--- config.mk ---
export PLATFORM = sky130hd
export DESIGN_NAME = ili9341_init_seq
export DESIGN_NICKNAME = d
export VERILOG_FILES = /design/src/rtl/ili9341_init_seq.sv
export SDC_FILE = /design/constraint.sdc
export NUM_CORES = 1
export LEC_CHECK = 0
export CORE_ASPECT_RATIO = 1.25
export CORE_MARGIN = 4
export CORE_UTILIZATION = 45
export CTS_CLUSTER_DIAMETER = 100
export DETAILED_ROUTE_END_ITERATION = 8
export SLEW_MARGIN = 40
export SYNTH_ARGS = -nofsm -noshare
export SYNTH_HDL_FRONTEND = slang
export SYNTH_SLANG_ARGS = --single-unit
--- constraint.sdc ---
create_clock -name clk -period 2.59 [get_ports clk]
set_input_delay 0.6475 -clock clk [delete_from_list [all_inputs] [get_ports clk]]
set_output_delay 0.6475 -clock clk [all_outputs]
set_load 0.005 [all_outputs]
--- src/rtl/ili9341_init_seq.sv ---
// ILI9341 power-up sequencer: hardware reset request, then a ROM-driven command/data/delay table.
// Optional macro INIT_SEQ_SWRESET_EN prefixes the table with a software reset (0x01) and a long delay.
module ili9341_init_seq #(
   parameter int unsigned WAIT_120MS = 480_000
) (
   input  logic       clk,
   input  logic       rst,
   input  logic       i_start,
   output logic       o_reset_ena,
   output logic       o_reset_val,
   input  logic       i_reset_sent,
   output logic       o_spi_valid,
   output logic       o_spi_dc,
   output logic [7:0] o_spi_data,
   input  logic       i_spi_ready,
   output logic       o_busy,
   output logic       o_init_done
);

   localparam int unsigned CNT_W = (WAIT_120MS > 1) ? $clog2(WAIT_120MS) : 1;
   localparam logic [CNT_W-1:0] CNT_LOAD = CNT_W'(WAIT_120MS - 1);

   localparam logic [1:0] T_CMD   = 2'b00;
   localparam logic [1:0] T_DATA  = 2'b01;
   localparam logic [1:0] T_DELAY = 2'b10;
   localparam logic [1:0] T_END   = 2'b11;

   typedef enum logic [2:0] {
      IDLE,
      HW_RST,
      RST_WAIT,
      FETCH,
      SEND,
      DELAY,
      DONE
   } state_t;

   state_t           state;
   logic [3:0]       ptr;
   logic [3:0]       ptr_inc;
   logic [CNT_W-1:0] cnt;
   logic [9:0]       entry;

   // Entries past the end of the table read back as END so a stray pointer can only stop.
   function automatic logic [9:0] rom_entry(input logic [3:0] idx);
      logic [9:0] e;
      e = {T_END, 8'h00};
`ifdef INIT_SEQ_SWRESET_EN
      case (idx)
         4'd0:    e = {T_CMD,   8'h01};
         4'd1:    e = {T_DELAY, 8'h00};
         4'd2:    e = {T_CMD,   8'h11};
         4'd3:    e = {T_DELAY, 8'h00};
         4'd4:    e = {T_CMD,   8'h3A};
         4'd5:    e = {T_DATA,  8'h55};
         4'd6:    e = {T_CMD,   8'h36};
         4'd7:    e = {T_DATA,  8'h48};
         4'd8:    e = {T_CMD,   8'h29};
         4'd9:    e = {T_DELAY, 8'h00};
         default: e = {T_END,   8'h00};
      endcase
`else
      case (idx)
         4'd0:    e = {T_CMD,   8'h11};
         4'd1:    e = {T_DELAY, 8'h00};
         4'd2:    e = {T_CMD,   8'h3A};
         4'd3:    e = {T_DATA,  8'h55};
         4'd4:    e = {T_CMD,   8'h36};
         4'd5:    e = {T_DATA,  8'h48};
         4'd6:    e = {T_CMD,   8'h29};
         4'd7:    e = {T_DELAY, 8'h00};
         default: e = {T_END,   8'h00};
      endcase
`endif
      return e;
   endfunction

   always_comb begin
      entry   = rom_entry(ptr);
      ptr_inc = (ptr == '1) ? ptr : ptr + 4'd1;
   end

   always_ff @(posedge clk or negedge rst) begin
      if (!rst) begin
         state       <= IDLE;
         ptr         <= '0;
         cnt         <= '0;
         o_reset_ena <= 1'b0;
         o_reset_val <= 1'b1;
         o_spi_valid <= 1'b0;
         o_spi_dc    <= 1'b0;
         o_spi_data  <= '0;
         o_busy      <= 1'b0;
         o_init_done <= 1'b0;
      end else begin
         case (state)
            IDLE, DONE: begin
               if (i_start) begin
                  state       <= HW_RST;
                  o_reset_ena <= 1'b1;
                  o_reset_val <= 1'b0;
                  o_busy      <= 1'b1;
                  o_init_done <= 1'b0;
               end
            end
            HW_RST: begin
               state       <= RST_WAIT;
               o_reset_ena <= 1'b0;
               o_reset_val <= 1'b1;
            end
            RST_WAIT: begin
               if (i_reset_sent) begin
                  ptr   <= '0;
                  state <= FETCH;
               end
            end
            FETCH: begin
               case (entry[9:8])
                  T_CMD, T_DATA: begin
                     state       <= SEND;
                     o_spi_valid <= 1'b1;
                     o_spi_dc    <= entry[8];
                     o_spi_data  <= entry[7:0];
                  end
                  T_DELAY: begin
                     state <= DELAY;
                     cnt   <= CNT_LOAD;
                  end
                  default: begin
                     state       <= DONE;
                     o_busy      <= 1'b0;
                     o_init_done <= 1'b1;
                  end
               endcase
            end
            SEND: begin
               // Returning through FETCH guarantees a valid-low cycle between bytes.
               if (i_spi_ready) begin
                  ptr         <= ptr_inc;
                  state       <= FETCH;
                  o_spi_valid <= 1'b0;
                  o_spi_dc    <= 1'b0;
                  o_spi_data  <= '0;
               end
            end
            DELAY: begin
               if (cnt == '0) begin
                  ptr   <= ptr_inc;
                  state <= FETCH;
               end else begin
                  cnt <= cnt - 1'b1;
               end
            end
            default: state <= IDLE;
         endcase
      end
   end

endmodule

=== After elaboration in Yosys (flattened, before gate mapping) ===
Memory sizes are Yosys's and may differ from the RTL's.
Cells that the tools add are included.

* Register bits: 40
* Memory bits (read-only): 72
* Input bits: 5
* Output and inout bits: 14
* Word-level logic and storage cells: 78
* Memories kept: 1

* Add/subtract/negate cells: 2
* Eq/ne operators: 17
* Muxes and demuxes: 31
* Reductions and logical operators: 17

{| class="wikitable"
|+ Memory list
! name !! words !! bits a word !! rd ports !! clocked after memory_dff !! wr ports !! RTL line !! source
|-
| (no name shown) || 8 || 9 || 1 || 0 || 0 || 63 || <nowiki>case (idx)</nowiki>
|}

{| class="wikitable"
|+ Operators by type and width
! operator !! number
|-
| $mux 19 || 2
|-
| $pmux 19 s2 || 1
|-
| $logic_not 19->1 || 1
|-
| $sub 19x1->19 const B || 1
|-
| $pmux 3 s6 || 1
|-
| $mux 4 || 4
|-
| $mux 8 || 2
|-
| $ne 2x2->1 const B || 8
|-
| $pmux 8 s2 || 1
|-
| $mux 3 || 4
|-
| $pmux 1 s2 || 6
|-
| $pmux 4 s3 || 1
|-
| $mux 10 || 1
|-
| $eq 3x3->1 const B || 3
|-
| $reduce_and 3->1 || 3
|-
| $reduce_and 4->1 || 2
|-
| $reduce_bool 2->1 || 4
|-
| $mux 1 || 7
|-
| $eq 3x2->1 const B || 2
|-
| $add 4x1->4 const B || 1
|-
| $eq 4x4->1 const B || 1
|-
| $pmux 2 s2 || 1
|-
| $reduce_or 2->1 || 2
|-
| $eq 3x1->1 const B || 1
|-
| other kinds (7) || 7
|}

=== Longest topological paths before layout ===
Gate-level depths: netlist (run 1).
An unclocked memory read counts as a cell.

* Depth after elaboration: 6
* Depth in mapped cells: 9

=== Worst setup path after synthesis (run 1) ===
OpenSTA, ideal clock, no wires.

* Path type: flip-flop to flip-flop
* Start: register cnt[0]
* End: register ptr[0]
* Arrival time: 1818 ps
* Required time: 2465 ps
* Path slack: 647 ps
* Stages on the path, launching flop included: 9
* Path through: dfrtp_1 inv_1 ha_1 nor4b_2 and4_1 buf_6 o2111ai_1 o21bai_1 mux2_2

* Longest elaborated chain between the ends: 3

{| class="wikitable"
|+ Ends and longest elaborated chain
! element !! RTL line !! source
|-
| start: declaration || 41 || <nowiki>logic [CNT_W-1:0] cnt;</nowiki>
|-
| start signal: assignment || 151 || <nowiki>cnt <= cnt - 1'b1;</nowiki>
|-
| $logic_not 19->1 || 147 || <nowiki>if (cnt == '0) begin</nowiki>
|-
| $ne 2x2->1 (no source line) || n/a ||
|-
| $reduce_and 4->1 (no source line) || n/a ||
|-
| end signal: assignment || 139 || <nowiki>ptr <= ptr_inc;</nowiki>
|-
| end signal: assignment || 148 || <nowiki>ptr <= ptr_inc;</nowiki>
|-
| end: declaration || 39 || <nowiki>logic [3:0] ptr;</nowiki>
|}

Every way passes these cells.
A chain may end at the register's enable or synchronous reset.

=== Worst setup path in the final report (run 1) ===
* Start: register cnt[0]
* End: register ptr[2]

Same word-level chain as after synthesis.

==> out/results.ini, run 1 <==
[status]
status = finished, final reports clean

[critical_path]
critPathMaxFanout = 11
crit_type = reg2reg
cp_data_required_time_ns = 2.77
worstRegToRegCells = 7
r2r_start = cnt[0]
critPathCaptureType = register
r2r_setup_slack_ns = 0.27
cp.arrival_ns = 2.50
worstSetupStartpointType = register
r2r-end = ptr[2]

[detailed_routing]
vias = 1711
drtIter0Drc = 171
wl_um = 4550
antenna_left = 0
route.detailed.drc = 0
routedWlPerCell_um = 14.8
drtPass1Iterations = 4
via_per_inst = 5.56

[cells_and_area]
drive_gt1_share_pct = 9.68
area_delta_synth_final_pct = 11.9
n_antenna_cell = 0
nets = 257

[place]
place_congestion = 0.806
hpwl_um = 3180
preCtsSetupSlack_ns = 0.267
port_buffers = 17

[yosys]
yosysTopAreaCellShare_pct = 43.0
ys_seq_area_share_pct = 44.2
syn_inst = 232
yosysTopAreaCell = dfrtp_1
syn_avg_cell_area_sq_um = 9.53
ys_warn_count = 0
syn_nets = 242
yosys_register_bits = 39
synth_area_sq_mm = 0.00221
synth.area.top_cells = dfrtp_1, a21oi_1, nand2_1
ys_top_cells_by_count = dfrtp_1, nand2_1, a21oi_1, nor2_1, o21ai_0
ys_types = 58
ys.flop_type = dfrtp_1
synthArstFlopShare_pct = 100
synth_most_common_cell = dfrtp_1
synth-edff-count = 0

[sta]
finalSetupTns_ns = 0
min_period_over_period_pct = 89.6
setup_viol = 0
timing.final.ws_setup_ns = 0.270
worst_pin_slew_ns = 0.588
hold_violations = 0
worst_slew_margin_rel_pct = 60.7
skew_ns = 0.00737
rsz0062_at_grt = no
final_max_slew_viol_count = 0
maxClockFrequency_ghz = 0.431
post-route-min-period_ns = 2.32

[global_route]
grt_busiest_layer = met2
antenna_found_initial = 0
overflow = 0
grt_use_total_pct = 16.3
grt_max_degree = 40
grtUsageMet3_pct = 3.71
grt_pass1_vias = 1715
grt.met1_usage_pct = 21.3
grt_pass1_wl_um = 8030
grtUsageMet2_pct = 26.4

[clocking]
hold_buffers = 0
cts_num_sinks = 39
cts-buffers-inserted = 5
root_buffer = clkbuf_8
clock_latency_ns = 0.29
post-cts-setup-buffers = 0
cts_tree = yes
clk_pin_slew_ns = 0.08
cts_buffer_depth = 2
cts_resized = 0
htree_levels = 2

[power]
combPwrFrac_pct = 39.4
power.share.clock_pct = 15.7
internal_power_mw = 1.55
leakagePower_nw = 0.977
p_seq_share_pct = 44.9
p_per_area_mw_per_mm2 = 1030
switchingPower_mw = 1.00
switching_share_pct = 39.3
ir_drop_uv = 471

[floorplanning]
start_util_pct = 46.7
die_y_um = 86.4
rows = 28
die_x_um = 70.7
ios = 19
dieArea_sq_mm = 0.00611
core_area_sq_mm = 0.00473

[min_path]
hp-class = in2async

[run]
maxCapViolCount = 0

-- placed cells by master (no fill, tap or decap), drive strengths merged, types with 6 or more instances in the layout --
master and instances:
nor3 10, nand3 6, nor2b 7, clkbuf 7
o21ai 14, a21oi 18, inv 7, clkdlybuf4s50 16
nand2 19, nor2 15, dfrtp 38
-- metrics by stage --
stage               utilization [%]  power, mW  area, sq um  hold slack (ns)  instances
global route                   52.3       2.78         2470            0.446        308
finish                         52.3       2.55         2470            0.400        308
CTS                            52.3       2.58         2470            0.416        308
global placement               50.5       2.15         2390            0.464        300
detailed placement             50.6       2.16         2390            0.467        300
floorplan                         -       1.83         2210            0.352        232
-- cell type report --
cell class / instances / area, sq um
flip-flops and latches: 39 / 977
clock inverters: 1 / 5.00
well taps: 60 / 75.1
clock buffers: 7 / 76.3
fillers: 443 / 2250
repair buffers: 20 / 188
multi-input cells: 174 / 1130
inverters: 7 / 26.3
-- how the worst max path moves through the flow --
| stage | slack, ns | start | endpoint |
|---|---|---|---|
| 5_1_grt | 0.01 | cnt[0] | ptr[3] |
| 3_5_place_dp | 0.27 | cnt[0] | ptr[3] |
| 4_1_cts | 0.28 | cnt[0] | ptr[3] |
| 3_3_place_gp | 0.32 | i_spi_ready | ptr[0] |
| 2_1_floorplan | 0.65 | cnt[0] | ptr[0] |
| 6_report | 0.27 | cnt[0] | ptr[2] |
-- power by group through the flow --
stage	Clock (mW)	Combinational [mW]	Sequential (mW)
after global routing	0.442	1.15	1.19
after global placement	0	0.999	1.15
final	0.401	1.01	1.14
after CTS	0.415	1.02	1.14
after detailed placement	0	1.01	1.15
after floorplan	0	0.772	1.06
-- worst max-delay path, cell delays in order (launching register included) --
cell and delay, ns:
dfrtp_1 0.41, inv_1 0.06, ha_1 0.25, nor4b_2 0.29
and4_1 0.46, a21oi_2 0.22, or2_1 0.28, o221a_2 0.23
-- metal layers --
layer / wire, um / vias up
li1: - / 879
met1: 2090 / 792
met2: 2260 / 31
met3: 110 / 9
met4: 94 / 0
met5: 0 / -
-- cells by family (layout without fill, tap and decap cells) --
family          Yosys count  in the layout  share of synthesized area (%)
compound gates           64             64                           19.5
other cells               1              1                          0.170
buf+inv                  19             35                           4.98
xor+xnor                  6              6                           2.38
flops                    39             39                           44.2
mux                       2              2                          0.962
simple gates             96             96                           25.0
fa+ha+maj                 5              5                           2.83
-- sequential cells by signal, summed over array words and instances, names as in the netlist --
name         cells
cnt             19
o_busy           1
o_init_done      1
o_reset_ena      1
o_reset_val      1
o_spi_data       7
o_spi_dc         1
o_spi_valid      1
ptr              4
state            3
No activity file was read; power rests on OpenSTA's default activity.
==> inputs of run 2 (changes only) <==
--- a/config.mk
+++ b/config.mk
@@ -5,6 +5,7 @@
 export SDC_FILE = /design/constraint.sdc
 export NUM_CORES = 1
 export LEC_CHECK = 0
+export ABC_CLOCK_PERIOD_IN_PS = 2600
 export CORE_ASPECT_RATIO = 1.25
 export CORE_MARGIN = 4
 export CORE_UTILIZATION = 45
==> constraint.sdc (replaced) <==
create_clock -name clk -period 2.6 [get_ports clk]
set_input_delay 0.65 -clock clk [delete_from_list [all_inputs] [get_ports clk]]
set_output_delay 0.65 -clock clk [all_outputs]
set_load 0.005 [all_outputs]
==> out/results.ini, run 2 (synthesis results as in run 1) <==
[status]
status = finished, final reports clean

[cells_and_area]
area_delta_synth_final_pct = 12.2
regArea_sq_um = 977  ; unchanged
num-fill-cells = 449  ; +1.4%
multi_input_area_sq_mm = 0.00113  ; unchanged
n_antenna_cell = 0  ; unchanged
largestRegisters = cnt (19), o_spi_data (7), ptr (4)
nets = 255  ; -0.78%
layout.cells.non_filler = 306  ; -0.65%
largest_reg_flops = 19  ; unchanged
regMostFlops = cnt
drive_gt1_share_pct = 9.35  ; -0.33 points
final_cell_mix = dfrtp_1, nand2_1, a21oi_1
layout_commonest_cell = dfrtp_1

[critical_path]
crit_type = reg2reg
r2r_start = cnt[0]
cp_data_required_time_ns = 2.80  ; +0.03 ns
worstSetupStartpointType = register
worstRegToRegCells = 7  ; unchanged
r2r_setup_slack_ns = 0.29  ; +0.02 ns
critPathCaptureType = register
cp.arrival_ns = 2.50  ; about the same
r2r-end = ptr[3]
critPathMaxFanout = 11  ; unchanged

[floorplanning]
rows = 28  ; unchanged
die_y_um = 86.4  ; unchanged
ios = 19  ; unchanged
dieArea_sq_mm = 0.00611  ; unchanged
die_x_um = 70.7  ; unchanged
start_util_pct = 46.7  ; unchanged
core_area_sq_mm = 0.00473  ; unchanged

[clocking]
cts-buffers-inserted = 5  ; unchanged
root_buffer = clkbuf_8
cts_buffer_depth = 2  ; unchanged
cts_resized = 0  ; unchanged
cts_num_sinks = 39  ; unchanged
htree_levels = 2  ; unchanged
clk_pin_slew_ns = 0.08  ; about the same
post-cts-setup-buffers = 0  ; unchanged
cts_tree = yes
hold_buffers = 0  ; unchanged
clock_latency_ns = 0.29  ; about the same

[global_route]
grt.met1_usage_pct = 20.9  ; -0.31 points
antenna_found_initial = 0  ; unchanged
overflow = 0  ; unchanged
grt_max_degree = 40  ; unchanged
grt_busiest_layer = met2
grtUsageMet2_pct = 28.3  ; +1.9 points
grtUsageMet3_pct = 3.13  ; -0.58 points
grt_use_total_pct = 16.6  ; +0.22 points
grt_pass1_wl_um = 8090  ; +0.68%
grt_pass1_vias = 1755  ; +2.3%

[sta]
worst_slew_margin_rel_pct = 62.6  ; +1.8 points
worst_pin_slew_ns = 0.560  ; -0.0276 ns
finalSetupTns_ns = 0  ; unchanged
timing.final.ws_setup_ns = 0.291  ; +0.0215 ns
min_period_over_period_pct = 88.8  ; -0.79 points
final_max_slew_viol_count = 0  ; unchanged
post-route-min-period_ns = 2.31  ; -0.0115 ns
setup_viol = 0  ; unchanged
rsz0062_at_grt = no
worst_hold_slack_ns = 0.311  ; -0.0890 ns
maxClockFrequency_ghz = 0.433  ; +0.50%
skew_ns = 0.00893  ; +0.00156 ns
hold_violations = 0  ; unchanged

[power]
ir_drop_uv = 554  ; +18%
p_per_area_mw_per_mm2 = 1040  ; +1.3%
power.share.clock_pct = 17.8  ; +2.1 points
p_seq_share_pct = 44.1  ; -0.8 points
combPwrFrac_pct = 38.0  ; -1.4 points
switchingPower_mw = 1.01  ; +0.35%
switching_share_pct = 38.8  ; -0.48 points
internal_power_mw = 1.59  ; +2.4%
total_power_mw = 2.59  ; +1.6%
leakagePower_nw = 0.977  ; about the same

[place]
hpwl_um = 3290  ; +3.5%
preCtsSetupSlack_ns = 0.291  ; +0.0239 ns
port_buffers = 17  ; unchanged
place_congestion = 0.806  ; about the same
post-place-cells = 298  ; -0.67%

[detailed_routing]
antenna_left = 0  ; unchanged
drtPass1Iterations = 4  ; unchanged
routedWlPerCell_um = 15.2  ; +2.7%
via_per_inst = 5.55  ; -0.11%
drtIter0Drc = 75  ; -56%
route.detailed.drc = 0  ; unchanged
vias = 1698  ; -0.76%
wl_um = 4640  ; +2.0%

[run]
maxCapViolCount = 0  ; unchanged

[min_path]
hp-class = in2async

-- run 2: per-layer routing --
metal	vias to the layer above	share of wire (%)
li1	873	-
met1	797	46
met2	23	50
met3	5	1.8
met4	0	1.6
met5	-	0
-- run 2: worst max-delay path, stage by stage (launching register included) --
cell and delay (ns):
dfrtp_1 0.41, inv_1 0.07, ha_1 0.25, nor4b_2 0.29, and4_1 0.45, a21oi_2 0.22
or2_1 0.27, o31ai_1 0.25
-- run 2: power groups by stage --
| stage | clock network (mW) | registers [mW] | logic (mW) |
|---|---|---|---|
| 2_1_floorplan | 0 | 1.06 | 0.769 |
| 3_3_place_gp | 0 | 1.15 | 0.985 |
| 3_5_place_dp | 0 | 1.16 | 0.995 |
| 4_1_cts | 0.475 | 1.14 | 1.00 |
| 5_1_grt | 0.499 | 1.19 | 1.13 |
| 6_report | 0.462 | 1.14 | 0.986 |
-- run 2: final cells by class --
cell class | count | area share [%]
tap | 60 | 3.03
clock buffer | 8 | 4.03
timing repair buffer | 18 | 7.06
inverter | 7 | 1.06
sequential | 39 | 39.4
multi-input combinational | 174 | 45.4
-- run 2: how the worst max path moves through the flow --
stage | start | endpoint | cells past startpoint
after floorplan | cnt[0] | ptr[0] | 8
after global placement | i_spi_ready | ptr[0] | 6
after detailed placement | cnt[0] | ptr[3] | 7
after CTS | cnt[0] | ptr[2] | 7
after global routing | cnt[0] | ptr[3] | 7
final | cnt[0] | ptr[3] | 7
-- run 2: through the flow --
stage	cell area, sq um	util (%)
after global placement	2370	50.2
after detailed placement	2380	50.3
after CTS	2480	52.5
after floorplan	2210	-
final	2480	52.5
after global routing	2480	52.5
